**src/rtl/pipeline_acc_pkg.sv**
```systemverilog
// Shared types, default widths and parameter legality checks for the
// packet accumulation pipeline.
package pipeline_acc_pkg;

    typedef enum logic {
        OP_SUM = 1'b0,
        OP_XOR = 1'b1
    } op_e;

    localparam int DEF_DATA_W    = 32;
    localparam int DEF_N_PORTS   = 4;
    localparam int DEF_PKT_WORDS = 16;
    localparam int DEF_LAT_A     = 2;
    localparam int DEF_LAT_B     = 3;
    localparam int DEF_SUM_W_B   = 64;

    // A packet must be a whole number of beats.
    function automatic bit pkt_words_ok(int pkt_words, int n_ports);
        return (n_ports > 0) && (pkt_words >= n_ports) && (pkt_words % n_ports == 0);
    endfunction

    // Every result channel needs at least one register stage.
    function automatic bit lat_ok(int lat);
        return lat >= 1;
    endfunction

    // The wide channel must hold a full-precision sum plus the +1.
    function automatic bit sum_w_ok(int sum_w_b, int data_w, int pkt_words);
        return sum_w_b >= data_w + $clog2(pkt_words) + 1;
    endfunction

endpackage

```
**src/rtl/pipeline_acc_if.sv**
```systemverilog
// Beat input and result output bundle of pipeline_acc.
interface pipeline_acc_if
    import pipeline_acc_pkg::*;
#(
    parameter int DATA_W  = DEF_DATA_W,
    parameter int N_PORTS = DEF_N_PORTS,
    parameter int SUM_W_B = DEF_SUM_W_B
);
    logic [N_PORTS*DATA_W-1:0] in_data;
    logic                      in_valid;
    logic                      in_last;
    logic                      op_sel;
    logic                      pkt_done;
    logic [DATA_W-1:0]         out_a;
    logic                      out_a_valid;
    logic [SUM_W_B-1:0]        out_b;
    logic                      out_b_valid;
    logic [15:0]               pkt_count;

    modport master (
        output in_data, in_valid, in_last, op_sel,
        input  pkt_done, out_a, out_a_valid, out_b, out_b_valid, pkt_count
    );

    modport slave (
        input  in_data, in_valid, in_last, op_sel,
        output pkt_done, out_a, out_a_valid, out_b, out_b_valid, pkt_count
    );
endinterface

```
**src/rtl/pipeline_delay.sv**
```systemverilog
// Fixed-latency {valid, data} delay line. Data advances only alongside a
// valid, so the output data holds its last delivered value between pulses.
module pipeline_delay #(
    parameter int W   = 32,
    parameter int LAT = 1
) (
    input  logic         clk,
    input  logic         rst,
    input  logic         in_valid,
    input  logic [W-1:0] in_data,
    output logic         out_valid,
    output logic [W-1:0] out_data
);
    logic [LAT-1:0] vld_q;
    logic [W-1:0]   dat_q [LAT];

    // Shift valids every cycle; move each data stage only with its valid.
    always_ff @(posedge clk) begin
        if (rst) begin
            vld_q <= '0;
            for (int k = 0; k < LAT; k++) dat_q[k] <= '0;
        end else begin
            vld_q[0] <= in_valid;
            if (in_valid) dat_q[0] <= in_data;
            for (int k = 1; k < LAT; k++) begin
                vld_q[k] <= vld_q[k-1];
                if (vld_q[k-1]) dat_q[k] <= dat_q[k-1];
            end
        end
    end

    assign out_valid = vld_q[LAT-1];
    assign out_data  = dat_q[LAT-1];
endmodule

```
**src/rtl/pipeline_acc.sv**
```systemverilog
// Packet gatherer and reducer: collects N_PORTS words per accepted beat into a
// PKT_WORDS-word snapshot, reduces it by SUM or XOR, and delivers a truncated
// result (channel A) and a wide result + 1 (channel B) on independent latencies.
module pipeline_acc
    import pipeline_acc_pkg::*;
#(
    parameter int DATA_W    = DEF_DATA_W,
    parameter int N_PORTS   = DEF_N_PORTS,
    parameter int PKT_WORDS = DEF_PKT_WORDS,
    parameter int LAT_A     = DEF_LAT_A,
    parameter int LAT_B     = DEF_LAT_B,
    parameter int SUM_W_B   = DEF_SUM_W_B
) (
    input  logic          clk,
    input  logic          rst,
    pipeline_acc_if.slave bus
);
    localparam int BEATS = PKT_WORDS / N_PORTS;
    localparam int CNT_W = (BEATS > 1) ? $clog2(BEATS) : 1;

    if (!pkt_words_ok(PKT_WORDS, N_PORTS)) begin : g_bad_pkt_words
        $error("PKT_WORDS must be a non-zero multiple of N_PORTS");
    end
    if (!lat_ok(LAT_A) || !lat_ok(LAT_B)) begin : g_bad_latency
        $error("LAT_A and LAT_B must be at least 1");
    end
    if (!sum_w_ok(SUM_W_B, DATA_W, PKT_WORDS)) begin : g_bad_sum_w
        $error("SUM_W_B too narrow for a full-precision packet sum plus one");
    end

    logic [CNT_W-1:0]   beat_cnt;
    logic               final_beat;
    op_e                op_q;
    op_e                pkt_op;
    op_e                snap_op;
    logic [DATA_W-1:0]  buf_q  [PKT_WORDS];
    logic [DATA_W-1:0]  snap_d [PKT_WORDS];
    logic [DATA_W-1:0]  snap_q [PKT_WORDS];
    logic [SUM_W_B-1:0] result;
    logic               pkt_done_q;
    logic [15:0]        pkt_count_q;

    assign final_beat = bus.in_valid && (bus.in_last || (int'(beat_cnt) == BEATS - 1));
    // The op of a packet is whatever op_sel shows on its first beat.
    assign pkt_op     = (beat_cnt == '0) ? op_e'(bus.op_sel) : op_q;

    // Assemble the completed packet: stored beats, the final beat, zero padding.
    always_comb begin
        for (int i = 0; i < PKT_WORDS; i++) begin
            if (i / N_PORTS < int'(beat_cnt))
                snap_d[i] = buf_q[i];
            else if (i / N_PORTS == int'(beat_cnt))
                snap_d[i] = bus.in_data[(i % N_PORTS) * DATA_W +: DATA_W];
            else
                snap_d[i] = '0;
        end
    end

    // Control state: beat position, op latch, completion pulse, packet count.
    always_ff @(posedge clk) begin
        // NOTE: state registers use <= so every flop samples pre-edge values.
        if (rst) begin
            beat_cnt    <= '0;
            op_q        <= OP_SUM;
            snap_op     <= OP_SUM;
            pkt_done_q  <= 1'b0;
            pkt_count_q <= '0;
        end else begin
            pkt_done_q <= final_beat;
            if (bus.in_valid) begin
                if (beat_cnt == '0) op_q <= op_e'(bus.op_sel);
                if (final_beat) begin
                    beat_cnt    <= '0;
                    snap_op     <= pkt_op;
                    pkt_count_q <= pkt_count_q + 16'd1;
                end else begin
                    beat_cnt <= beat_cnt + 1'b1;
                end
            end
        end
    end

    // Word storage for the partial packet and the completed snapshot.
    always_ff @(posedge clk) begin
        // NOTE: data-only arrays take no reset; beat_cnt and pkt_done gate their use.
        if (bus.in_valid) begin
            for (int p = 0; p < N_PORTS; p++)
                buf_q[int'(beat_cnt) * N_PORTS + p] <= bus.in_data[p * DATA_W +: DATA_W];
        end
        if (final_beat) snap_q <= snap_d;
    end

    // Reduce the snapshot by the op captured with it.
    always_comb begin
        // NOTE: assign a default before the loop so no path leaves result latched.
        result = '0;
        for (int i = 0; i < PKT_WORDS; i++) begin
            if (snap_op == OP_XOR) result = result ^ SUM_W_B'(snap_q[i]);
            else                   result = result + SUM_W_B'(snap_q[i]);
        end
    end

    pipeline_delay #(.W(DATA_W), .LAT(LAT_A)) u_delay_a (
        .clk       (clk),
        .rst       (rst),
        .in_valid  (pkt_done_q),
        .in_data   (result[DATA_W-1:0]),
        .out_valid (bus.out_a_valid),
        .out_data  (bus.out_a)
    );

    pipeline_delay #(.W(SUM_W_B), .LAT(LAT_B)) u_delay_b (
        .clk       (clk),
        .rst       (rst),
        .in_valid  (pkt_done_q),
        .in_data   (result + SUM_W_B'(1)),
        .out_valid (bus.out_b_valid),
        .out_data  (bus.out_b)
    );

    assign bus.pkt_done  = pkt_done_q;
    assign bus.pkt_count = pkt_count_q;
endmodule

```
**src/flat_wrapper.sv**
```systemverilog
// flat-port wrapper written by rule: the top's interface ports become plain ports
module pipeline_acc_flat import pipeline_acc_pkg::*;
#(
    parameter int DATA_W    = DEF_DATA_W,
    parameter int N_PORTS   = DEF_N_PORTS,
    parameter int PKT_WORDS = DEF_PKT_WORDS,
    parameter int LAT_A     = DEF_LAT_A,
    parameter int LAT_B     = DEF_LAT_B,
    parameter int SUM_W_B   = DEF_SUM_W_B
)
  (clk, rst, bus_in_data, bus_in_valid, bus_in_last, bus_op_sel, bus_pkt_done, bus_out_a, bus_out_a_valid, bus_out_b, bus_out_b_valid, bus_pkt_count);
  pipeline_acc_if #(.DATA_W(DATA_W), .N_PORTS(N_PORTS), .SUM_W_B(SUM_W_B)) bus_i ();
  input  logic clk;
  input  logic rst;
  input wire logic [$bits(bus_i.in_data)-1:0] bus_in_data;
  input wire logic [$bits(bus_i.in_valid)-1:0] bus_in_valid;
  input wire logic [$bits(bus_i.in_last)-1:0] bus_in_last;
  input wire logic [$bits(bus_i.op_sel)-1:0] bus_op_sel;
  output wire logic [$bits(bus_i.pkt_done)-1:0] bus_pkt_done;
  output wire logic [$bits(bus_i.out_a)-1:0] bus_out_a;
  output wire logic [$bits(bus_i.out_a_valid)-1:0] bus_out_a_valid;
  output wire logic [$bits(bus_i.out_b)-1:0] bus_out_b;
  output wire logic [$bits(bus_i.out_b_valid)-1:0] bus_out_b_valid;
  output wire logic [$bits(bus_i.pkt_count)-1:0] bus_pkt_count;
  assign bus_i.in_data = bus_in_data;
  assign bus_i.in_valid = bus_in_valid;
  assign bus_i.in_last = bus_in_last;
  assign bus_i.op_sel = bus_op_sel;
  assign bus_pkt_done = bus_i.pkt_done;
  assign bus_out_a = bus_i.out_a;
  assign bus_out_a_valid = bus_i.out_a_valid;
  assign bus_out_b = bus_i.out_b;
  assign bus_out_b_valid = bus_i.out_b_valid;
  assign bus_pkt_count = bus_i.pkt_count;
  pipeline_acc #(.DATA_W(DATA_W), .N_PORTS(N_PORTS), .PKT_WORDS(PKT_WORDS), .LAT_A(LAT_A), .LAT_B(LAT_B), .SUM_W_B(SUM_W_B)) u_core (.clk(clk), .rst(rst), .bus(bus_i));
endmodule
```
**config.mk**
```make
export PLATFORM = sky130hd
export DESIGN_NAME = pipeline_acc_flat
export DESIGN_NICKNAME = d
export VERILOG_FILES = /design/src/rtl/pipeline_acc_pkg.sv /design/src/rtl/pipeline_acc_if.sv /design/src/rtl/pipeline_delay.sv /design/src/rtl/pipeline_acc.sv /design/src/flat_wrapper.sv
export SDC_FILE = /design/constraint.sdc
export NUM_CORES = 2
export LEC_CHECK = 0
export CAP_MARGIN = 20
export CELL_PAD_IN_SITES_DETAIL_PLACEMENT = 1
export CELL_PAD_IN_SITES_GLOBAL_PLACEMENT = 2
export CORE_ASPECT_RATIO = 1.2
export CORE_MARGIN = 4
export CORE_UTILIZATION = 42
export DETAILED_ROUTE_END_ITERATION = 8
export PLACE_DENSITY_LB_ADDON = 0.2
export REMOVE_ABC_BUFFERS = 1
export SLEW_MARGIN = 20
export SYNTH_ARGS = -nofsm -noshare
export SYNTH_HDL_FRONTEND = slang
export SYNTH_SLANG_ARGS = --single-unit
```
**constraint.sdc**
```tcl
create_clock -name clk -period 21.8 [get_ports clk]
set_input_delay 2.18 -clock clk [delete_from_list [all_inputs] [get_ports clk]]
set_output_delay 2.18 -clock clk [all_outputs]
set_load 0.01 [all_outputs]
```
==> impl_metrics.yaml <==
timing:
  hold_viol: 0
  maxClockFrequency_ghz: 0.0488
  setup_slack_ns: 1.31
  finClkSkew_ns: 0.0412
  max_slew_margin_pct: 23.1
  setup_viol: 0
  final_max_slew_viol_count: 0
  fin_crit_ns: 20.49
  worst_pin_slew_ns: 1.14
  tns_ns: 0
  rsz0062_at_grt: "yes"
  fin_crit_sh_pct: 94.0
final_layout:
  final_common_cell: "edfxtp_1"
  syn2layout_area_growth_pct: 12.9
  final_cell_count_no_fill: 8626
  layout_common_cells: "edfxtp_1, nand2_1, ha_1, nor2_1, a21oi_1"
  nets: 7041
  post-route-util_pct: 47.8
  drive_above_1_share_pct: 8.24
  final.fill_count: 17100
placed_design:
  dp.cells: 8375
  place_ws_ns: 0.0228
  hpwl_um: 144000
  io_buffer_count: 231
  gp_congestion: 0.870
logic_synthesis:
  seq_area_frac_synth_pct: 49.5
  ys_types: 92
  synth_async_sr_flop_share_pct: 0
  ys_warn_count: 0
  ys_ff_latch: 1128
  syn_area_um2: 67900
  synth_area_per_cell_um2: 10.9
  synthFlopType: "edfxtp_1"
  synth_edf_count: 1104
  synthCells: 6253
cts:
  numCtsBuffers: 121
  htreeDepth: 3
  cts.path.max_buffers: 3
  hold_buffers: 0
  clk-insertion-delay-late_ns: 0.78
  cts_tree: "built"
  clkTransAtPathRegs_ns: 0.06
  cts_root_buffer: "clkbuf_16"
  clock-sinks: 1128
global_route:
  grt_max_degree: 145
  grt_usage_pct: 22.9
  grt_use_met3_pct: 2.25
  antenna_found_initial: 14
  grt_pass1_wl_um: 300000
  busiest_layer: "met2"
  use_met2_pct: 39.4
  grt_pass1_vias: 51600
  grt_overflow: 0
  grt_util_met1_pct: 30.5
worst_setup_path:
  crit_type: "flop to flop"
  worstRegToRegCells: 100
  r2r-end: "u_core.u_delay_b.dat_q[0][36]"
  worstPathRequired_ns: 22.30
  arrival_ns: 21.00
  cpMaxStageDelayCell: "a2111o_1"
  start_kind: "flop"
  end_kind: "flop"
  rr_startpoint: "u_core.snap_q[449]"
  reg2reg_slack_ns: 1.31
  path_max_fanout: 7
  max_stage_delay_ns: 0.45
die:
  io_pins: 248
  rows: 161
  start_util_pct: 42.3
  chipWidth_um: 375
  core_area_um2: 161000
  die_h_um: 449
  die_area_um2: 168000
worst_hold_path:
  min_to: "u_core.op_q"
  min_from: "u_core.op_q"
  min-delay-path-class: "flop to flop"
  hold_depth: 2
route:
  drtAntennaViolNets: 0
  vias: 48500
  drtIter0Drc: 2600
  dr.pass1.iters: 5
  drcViolationCount: 0
  vias_per_cell: 5.62
  routed_wl_um: 197000
  routedWlPerCell_um: 22.9
flow_run:
  maxCapViolations: 0
run_status:
  status: "finished, final reports clean"
-- final cells by class --
class / instances / area [um^2] / share of cell area, %
Multi-Input combinational cell: 4632 / 32600 / 42.4
Clock inverter: 74 / 952 / 1.24
Timing Repair Buffer: 299 / 2850 / 3.72
Tap cell: 2119 / 2650 / 3.45
Sequential cell: 1128 / 33600 / 43.8
Inverter: 209 / 797 / 1.04
Antenna cell: 12 / 30.0 / 0.0391
Clock buffer: 153 / 3260 / 4.25
-- layer usage --
| layer | wire length, um | part of all wire (%) | vias up |
|---|---|---|---|
| met5 | 0 | 0 | - |
| met4 | 5960 | 3.0 | 0 |
| met3 | 6810 | 3.5 | 282 |
| met2 | 94400 | 48 | 873 |
| met1 | 90000 | 46 | 24300 |
| li1 | - | - | 23000 |
-- sequential cells by signal, summed over array words and instances, names as in the netlist --
signal                  cells
u_core.u_delay_b.dat_q    144
u_core.bus.pkt_count       16
u_core.snap_op              1
u_core.u_delay_b.vld_q      3
u_core.snap_q             512
u_core.op_q                 1
u_core.bus.pkt_done         1
u_core.u_delay_a.dat_q     64
u_core.beat_cnt             2
u_core.buf_q              384
-- cells by family (layout without fill, tap and decap cells) --
family          count (synthesis)  in the layout  share of synthesized area, %
compound gates               1620           1620                          15.3
xor+xnor                      519            519                          6.92
fa+ha+maj                     517            517                          9.69
buf+inv                       517            735                          3.39
flops                        1128           1128                          49.5
mux                           159            159                          2.62
other cells                     1             37                       0.00552
simple gates                 1792           1792                          12.6
-- worst max-delay path, delay by kind of cell (launching register included) --
kind,cells,cell delay (ns)
compound gates,34,6.95
simple gates,35,5.13
buf+inv,1,0.16
flops,1,0.40
xor+xnor,15,2.54
fa+ha+maj,15,5.02
-- cell usage after synthesis, drive strengths merged (15+ instances only) --
master	n	area share [%]
edfxtp	1104	49
nand2	558	3.1
ha	502	9.2
a21oi	477	3.5
nor2	476	2.6
o21ai	395	2.9
xor2	275	3.6
xnor2	239	3.2
a21o	210	2.3
inv	209	1.2
nor2b	208	1.9
clkbuf	196	1.1
and2	167	1.5
mux2	148	2.5
a22o	135	1.7
buf	112	1.1
nand3	82	0.60
o21a	80	0.88
nor3	69	0.52
o21bai	60	0.66
and3	48	0.44
nand2b	48	0.44
nand4	35	0.34
a211oi	33	0.36
or3	28	0.27
a31oi	26	0.26
dfxtp	24	0.71
o211ai	19	0.21
nor4	17	0.17
a21boi	16	0.18
fa	15	0.44
o31ai	15	0.17
-- worst max-delay path by stage --
stage	slack, ns	cells past startpoint	to	startpoint
finish	1.31	100	u_core.u_delay_b.dat_q[0][36]	u_core.snap_q[449]
detailed placement	0.02	100	u_core.u_delay_b.dat_q[0][36]	u_core.snap_q[449]
floorplan	-14.28	6	u_core.bus.pkt_count[5]	u_core.beat_cnt[1]
CTS	0.16	100	u_core.u_delay_b.dat_q[0][36]	u_core.snap_q[449]
global route	-0.06	105	u_core.u_delay_b.dat_q[0][37]	u_core.snap_q[480]
global placement	0.35	99	u_core.u_delay_b.dat_q[0][37]	u_core.snap_q[449]
-- repair_timing --
item	CTS	global route
gates resized for setup	1	87
endpoints found under the setup margin	2	13
pin swaps	0	16
setup buffers	0	11
-- through the flow --
stage / instance area (um^2) / hold slack, ns
2_1_floorplan: 66500 / 0.430
3_3_place_gp: 72000 / 0.442
3_5_place_dp: 72000 / 0.454
4_1_cts: 76200 / 0.463
5_1_grt: 76700 / 0.503
6_report: 76700 / 0.461
Power is left out: the tool's default activity adds up to more than one toggle a clock period on the data nets, which glitch-free logic cannot reach.
